File: config.mk
export PLATFORM = sky130hd
export DESIGN_NAME = ram_bus_ctrl
export DESIGN_NICKNAME = d
export VERILOG_FILES = /design/src/rtl/ram_bus_pkg.sv /design/src/rtl/ram_bus_ctrl.sv
export SDC_FILE = /design/constraint.sdc
export NUM_CORES = 1
export LEC_CHECK = 0
export ABC_AREA = 1
export CORE_MARGIN = 2
export CORE_UTILIZATION = 47
export DETAILED_ROUTE_END_ITERATION = 7
export PLACE_DENSITY = 0.86
export REMOVE_ABC_BUFFERS = 1
export SLEW_MARGIN = 20
export SYNTH_ARGS = -nofsm -noshare
export SYNTH_HDL_FRONTEND = slang
export SYNTH_SLANG_ARGS = --single-unit
export TNS_END_PERCENT = 50
File: constraint.sdc
create_clock -name clk -period 2.7 [get_ports clk]
set_input_delay 0.675 -clock clk [delete_from_list [all_inputs] [get_ports clk]]
set_output_delay 0.675 -clock clk [all_outputs]
set_load 0.01 [all_outputs]
File: src/rtl/ram_bus_pkg.sv
// ram_bus_pkg: shared definitions for the RAM bus front-end.
//   state_t    - controller state encoding
//   DAT_WIDTH  - data width the merge helper operates on
//   BE_W       - byte-enable width (DAT_WIDTH/8)
//   byte_merge - per-byte select between an old word and new write data
package ram_bus_pkg;

  localparam int DAT_WIDTH = 32;
  localparam int BE_W      = DAT_WIDTH / 8;

  typedef enum logic [2:0] {
    IDLE   = 3'd0,
    RD     = 3'd1,
    RMW_RD = 3'd2,
    RMW_WR = 3'd3,
    RESP   = 3'd4
  } state_t;

  // Byte i of the result comes from new_dat when be[i] is set, else from old_dat.
  function automatic logic [DAT_WIDTH-1:0] byte_merge(
    input logic [DAT_WIDTH-1:0] old_dat,
    input logic [DAT_WIDTH-1:0] new_dat,
    input logic [BE_W-1:0]      be
  );
    logic [DAT_WIDTH-1:0] merged;
    merged = old_dat;
    for (int i = 0; i < BE_W; i++) begin
      if (be[i]) begin
        merged[8*i +: 8] = new_dat[8*i +: 8];
      end else begin
        merged[8*i +: 8] = old_dat[8*i +: 8];
      end
    end
    return merged;
  endfunction

endpackage

File: src/rtl/ram_bus_ctrl.sv
// ram_bus_ctrl: request/response front-end for a single-port synchronous RAM
// with a 1-cycle registered read. Full writes go straight through (1/cycle);
// partial writes are done as read-modify-write; reads return on a
// backpressure-tolerant response channel.
// Ports:
//   clk, rst                 clock, synchronous active-high reset
//   req_valid/req_ready      request handshake
//   req_we/adr/dat/be        request fields (be ignored for reads)
//   resp_valid/resp_ready    response handshake (registered, held until taken)
//   resp_dat/resp_err        read data, out-of-range flag
//   ram_adr_o/dat_o/we_o     RAM pins (combinational from state/inputs)
//   ram_dat_i                RAM read data, valid the cycle after the address
// dat_width must equal ram_bus_pkg::DAT_WIDTH since the merge helper uses it.
module ram_bus_ctrl
  import ram_bus_pkg::*;
#(
  parameter int dat_width = DAT_WIDTH,
  parameter int adr_width = 32,
  parameter int mem_size  = 1024
) (
  input  logic                   clk,
  input  logic                   rst,
  input  logic                   req_valid,
  output logic                   req_ready,
  input  logic                   req_we,
  input  logic [adr_width-1:0]   req_adr,
  input  logic [dat_width-1:0]   req_dat,
  input  logic [dat_width/8-1:0] req_be,
  output logic                   resp_valid,
  input  logic                   resp_ready,
  output logic [dat_width-1:0]   resp_dat,
  output logic                   resp_err,
  output logic [adr_width-1:0]   ram_adr_o,
  output logic [dat_width-1:0]   ram_dat_o,
  output logic                   ram_we_o,
  input  logic [dat_width-1:0]   ram_dat_i
);

  localparam int be_w = dat_width / 8;
  localparam logic [adr_width-1:0] MEM_LIMIT = adr_width'(mem_size);

  state_t                 state_r;
  state_t                 state_nxt_s;
  logic [adr_width-1:0]   adr_r;
  logic [dat_width-1:0]   dat_r;   // write data, replaced by the merged word in RMW_RD
  logic [be_w-1:0]        be_r;
  logic                   in_range_s;
  logic                   be_full_s;
  logic                   be_none_s;

  assign in_range_s = (req_adr < MEM_LIMIT);
  assign be_full_s  = &req_be;
  assign be_none_s  = ~|req_be;

  // Next-state decode and combinational RAM pin / req_ready drive.
  always_comb begin
    state_nxt_s = state_r;
    req_ready   = 1'b0;
    ram_we_o    = 1'b0;
    ram_dat_o   = req_dat;
    ram_adr_o   = adr_r;
    case (state_r)
      IDLE: begin
        ram_adr_o = req_adr;
        req_ready = ~rst;
        if (req_valid && !rst) begin
          if (!req_we) begin
            if (in_range_s) begin
              state_nxt_s = RD;
            end else begin
              state_nxt_s = RESP;
            end
          end else if (in_range_s && be_full_s) begin
            ram_we_o = 1'b1;
          end else if (in_range_s && !be_none_s) begin
            state_nxt_s = RMW_RD;
          end else begin
            // be==0 or out of range: accepted and dropped
            state_nxt_s = IDLE;
          end
        end else begin
          state_nxt_s = IDLE;
        end
      end
      RD: begin
        state_nxt_s = RESP;
      end
      RMW_RD: begin
        state_nxt_s = RMW_WR;
      end
      RMW_WR: begin
        ram_we_o    = ~rst;
        ram_dat_o   = dat_r;
        state_nxt_s = IDLE;
      end
      RESP: begin
        if (resp_ready) begin
          state_nxt_s = IDLE;
        end else begin
          state_nxt_s = RESP;
        end
      end
      default: begin
        state_nxt_s = IDLE;
      end
    endcase
  end

  // State register, request latches and registered response outputs.
  always_ff @(posedge clk) begin
    if (rst) begin
      state_r    <= IDLE;
      adr_r      <= {adr_width{1'b0}};
      dat_r      <= {dat_width{1'b0}};
      be_r       <= {be_w{1'b0}};
      resp_valid <= 1'b0;
      resp_dat   <= {dat_width{1'b0}};
      resp_err   <= 1'b0;
    end else begin
      state_r <= state_nxt_s;
      case (state_r)
        IDLE: begin
          if (req_valid) begin
            adr_r <= req_adr;
            dat_r <= req_dat;
            be_r  <= req_be;
            if (!req_we && !in_range_s) begin
              resp_valid <= 1'b1;
              resp_dat   <= {dat_width{1'b0}};
              resp_err   <= 1'b1;
            end
          end
        end
        RD: begin
          resp_valid <= 1'b1;
          resp_dat   <= ram_dat_i;
          resp_err   <= 1'b0;
        end
        RMW_RD: begin
          dat_r <= byte_merge(ram_dat_i, dat_r, be_r);
        end
        RESP: begin
          if (resp_ready) begin
            resp_valid <= 1'b0;
          end
        end
        default: begin
          resp_valid <= resp_valid;
        end
      endcase
    end
  end

endmodule

* Word level (Yosys, flattened, before mapping) *
Cells that the tools add are included.

word-level totals
  register bits after elaboration = 105
  word-level logic and storage cells = 72
  input bits = 105
  output and inout bits = 100

cells by class
  magnitude comparators = 1
  bitwise gates (word level) = 1
  equality and inequality tests = 12
  reduce and logical (&&, ||, !) cells = 20
  multiplexer cells = 28

operator list
  operator                                                                         count
  32-bit 2-to-1 mux                                                                5
  32-bit one-hot mux with 2 select lines                                           2
  32-bit by 11-bit less-than comparator with 1-bit output (second input constant)  1
  8-bit 2-to-1 mux                                                                 4
  3-bit 2-to-1 mux                                                                 5
  3-bit AND reduction                                                              5
  2-bit inequality test (second input constant)                                    7
  3-bit one-hot mux with 4 select lines                                            1
  4-bit AND reduction                                                              2
  1-bit 2-to-1 mux                                                                 7
  3-bit by 2-bit equality test with 1-bit output (second input constant)           2
  1-bit logical AND                                                                4
  4-bit inequality test (second input constant)                                    1
  1-bit one-hot mux with 2 select lines                                            2
  2-bit nonzero test                                                               2
  4-bit OR reduction                                                               1
  3-bit by 1-bit equality test with 1-bit output (second input constant)           1
  3-bit equality test (second input constant)                                      1
  1-bit zero test                                                                  3
  3-bit zero test                                                                  1
  1-bit one-hot mux with 3 select lines                                            1
  3-bit nonzero test                                                               1
  2-bit 2-to-1 mux                                                                 1
  2-bit AND reduction                                                              1
  1-bit inverter                                                                   1

* Depth between registers and ports, before layout *
  depth in word-level cells = 7
  depth in mapped cells = 11
  mapped depth without buffers = 10

* Worst setup path before layout *
No wires, ideal clock.

  path type = input port to output port
  start = in rst
  end = out ram_we_o
  path buffers = 1
  slack = 528 ps
  data arrival time = 1497 ps
  data required time = 2025 ps
  stages = 6
  path through = clkbuf_1 > nor2_1 > nand3_1 > nor2_1 > nand2_1 > o21ai_0

between the ends
  longest elaborated chain between the ends = 4
  elaborated cells on any way between the ends = 5
  classes of those cells = 2 x mux; 1 x bitwise; 2 x reduce/logical

ends and longest elaborated chain
  what                                     line                text
  start, declared                          ram_bus_ctrl.sv:22  input logic rst,
  1-bit zero test                          ram_bus_ctrl.sv:66  if (req_valid && !rst) begin
  1-bit logical AND                        ram_bus_ctrl.sv:66
  1-bit 2-to-1 mux                         ram_bus_ctrl.sv:66
  1-bit one-hot mux with 2 select lines *  ram_bus_ctrl.sv:62  case (state_r)
  end, declared                            ram_bus_ctrl.sv:35  output logic ram_we_o,

Mark *: on every way between the ends. The rest lies on a longest branch, timed or not.

* Worst setup path after layout *
  start = in req_adr[22]
  end = out ram_we_o

between the ends
  longest elaborated chain between the ends = 6

ends and longest elaborated chain
  what                                                     line                text
  start, declared                                          ram_bus_ctrl.sv:26  input logic [adr_width-1:0] req_adr,
  32-bit by 11-bit less-than comparator with 1-bit output  ram_bus_ctrl.sv:51  assign in_range_s = (req_adr < MEM_LIMIT);
  1-bit logical AND                                        ram_bus_ctrl.sv:73  end else if (in_range_s && be_full_s) begin
  1-bit 2-to-1 mux                                         ram_bus_ctrl.sv:73
  1-bit 2-to-1 mux                                         ram_bus_ctrl.sv:67  if (!req_we) begin
  1-bit 2-to-1 mux                                         ram_bus_ctrl.sv:66
  1-bit one-hot mux with 2 select lines                    ram_bus_ctrl.sv:62

Every way passes these cells.

==> flow_summary.toml <==
[status]
status = "finished with violations"
violations = "negative setup slack"

[synthesis]
synthCells = 750
synth-seq-cells = 105
ys_warn_count = 0
syn-cell-area_sq_um = 5180
yosysUniqueCellTypes = 30
ys_seq_area_share_pct = 40.6
synth_area_per_cell_sq_um = 6.91

[critical_path]
path_cells = "clkdlybuf4s50_1 > nor2_1 > nand2_1 > nor2_2 > nand3_2 > nor2_4 > nand2_1 > o21ai_0 > buf_2"
slowest_stage = "clkdlybuf4s50_1"
required_ps = 2030
crit_buf_inv = 2
crit_type = "input pin to primary output"
end_kind = "primary output"
crit_path_frequent_cell = "nand2_1"
slowest_delay_ps = 450
startpoint_type = "input pin"
path_max_fanout = 3
critPathArrivalTime_ps = 2050
cpLargestDelayFamily = "simple AND/OR/NAND/NOR gates"

[clock_network]
clockRootBuffer = "clkbuf_8"
cts_buffers = 9
clock_sinks = 105
clk_pin_slew_ps = 110
clk_path_buf_depth = 2
clk_latency_ps = 360
cts-htree-levels = 3
tritoncts = "built"
post-cts-setup-buffers = 0

[drt]
first_pass_iters = 5
drtAntennaViolNets = 0
drc_errors = 0
routedWlPerCell_microns = 14.9
avgViaCountPerCell = 5.25
wl_mm = 16.3
drtIter0Drc = 426
vias = 5722

[grt]
grt.total_usage_pct = 26.6
antenna_found_initial = 0
grt_max_degree = 64
grt_pass1_wl_mm = 25.3
overflow = 0
grt_pass1_vias = 5275

[floorplanning]
core_sq_um = 10800
die_h_microns = 109
dieArea_sq_um = 11900
die_x_microns = 109
start_util_pct = 48.0
num_io_pins = 205
rows = 38

[timing]
min_period_ps = 2730
skew_ps = 18.3
slew_violations = 0
finalSetupTns_ps = -26.3
setup_slack_ps = -26.3
fin_hold_ws_ps = 451
rsz0062_at_grt = "yes"
hold_violations = 0
fmaxAchievable_mhz = 367
worstMarginPinSlew_ps = 890
finalSetupViolCount = 1
max_slew_margin_pct = 40.3
finalCritPeriodShare_pct = 101

[layout]
stdcell_area_sq_um = 7770
fin_cells = 1090
final_common_cell = "nand2_1"
drive_above_1_share_pct = 10.2
nNetsFinal = 1050
n_antenna_cell = 0
area_growth_pct = 50.1
mostFrequentLayoutCells = "nand2_1 (177), clkdlybuf4s50_1 (148), o21ai_0 (107)"

[worst_hold_path]
hold_path_class = "flop to flop"

[power]
finalPower_mw = 3.48
p_per_area_nw_per_um2 = 447
peakVddDrop_mv = 0.304
p_leak_nw = 3.54

[placed_design]
dp_cells = 1074
post-dp-hpwl_mm = 11.4
portBuffers = 204
gp_congestion = 0.871
placed_cell_area_sq_um = 7490

[job]
maxCapViolCount = 0
-- state kept, by name, summed over array words and instances, names as in the netlist --
name	cells
adr_r	32
be_r	4
dat_r	32
resp_dat	32
resp_err	1
resp_valid	1
state_r	3
-- cells in the mapped netlist --
| master | instances | area, sq um |
|---|---|---|
| a31oi_1 | 27 | 169 |
| dfxtp_1 | 105 | 2100 |
| nand4_1 | 1 | 6.26 |
| o211ai_1 | 1 | 7.51 |
| nand3_2 | 1 | 10.0 |
| mux2_2 | 27 | 304 |
| inv_4 | 1 | 6.26 |
| nand2_4 | 1 | 11.3 |
| nor2_8 | 1 | 20.0 |
| buf_2 | 17 | 85.1 |
| nand3b_1 | 1 | 7.51 |
| clkinv_1 | 2 | 7.51 |
| a21oi_1 | 73 | 365 |
| o21ai_1 | 5 | 25.0 |
| nand3_1 | 31 | 155 |
| buf_4 | 1 | 7.51 |
| inv_2 | 3 | 11.3 |
| nor2_4 | 1 | 11.3 |
| nor2_1 | 64 | 240 |
| nor4_1 | 1 | 6.26 |
| clkbuf_1 | 26 | 97.6 |
| o21ai_0 | 107 | 536 |
| nor2_2 | 1 | 6.26 |
| buf_1 | 5 | 18.8 |
| nand2_2 | 2 | 12.5 |
| o21ai_2 | 3 | 26.3 |
| buf_6 | 2 | 22.5 |
| nand2_1 | 177 | 664 |
| nor3_1 | 2 | 10.0 |
| inv_1 | 61 | 229 |
-- tightest hold or removal path: cells and delay by family, from the launching register on --
kind	cells	cell delay, ps
buffers and inverters	1	50
DFF	1	310
AOI/OAI and AO/OA	1	50
-- cell type report --
type | instances | area (sq um)
well taps | 140 | 175
fillers | 874 | 3020
multi-input cells | 527 | 2620
inverters | 67 | 254
repair buffers | 235 | 2430
clock buffers | 11 | 141
flip-flops and latches | 105 | 2110
clock inverters | 5 | 38.8
-- metrics by stage --
stage / util [%] / worst slack [ps]
after floorplan: - / 147
after global placement: 69.4 / -397
after detailed placement: 69.4 / -456
after CTS: 71.0 / -115
after global routing: 72.0 / -143
final: 72.0 / -26.3
-- worst paths after layout --
check	start	endpoint	slack (ps)	cells past startpoint
worst max-delay path	req_adr[22]	ram_we_o	-30	9
worst min register to register	adr_r[6]	adr_r[6]	450	2
worst max register to register	state_r[0]	dat_r[9]	630	6
worst min-delay path	adr_r[6]	adr_r[6]	450	2
-- report_power, final --
part           switching, mW  internal (mW)
Combinational          0.398          0.435
Clock                  0.562          0.368
Sequential            0.0479           1.67
-- metal layers --
| layer | vias up | track usage (%) | wire length [microns] |
|---|---|---|---|
| li1 | 2859 | - | - |
| met5 | - | 0 | 0 |
| met1 | 2649 | 32.6 | 6860 |
| met3 | 30 | 4.54 | 892 |
| met2 | 184 | 46.9 | 8140 |
| met4 | 0 | 9.52 | 389 |
-- timing repair --
| item | CTS | global route |
|---|---|---|
| hold buffers | 0 | 0 |
| pin swaps | 0 | 4 |
| setup endpoints to repair | 58 | 43 |
| gates resized for setup | 29 | 45 |
-- kinds of logic (layout without fill, tap and decap cells) --
group | after synthesis | count (layout) | synth area share, %
AOI/OAI and AO/OA | 216 | 216 | 21.8
buffers and inverters | 118 | 318 | 9.37
DFF | 105 | 105 | 40.6
muxes | 27 | 27 | 5.87
and+or+nand+nor | 284 | 284 | 22.4
Power figures use the tool's default switching activity.
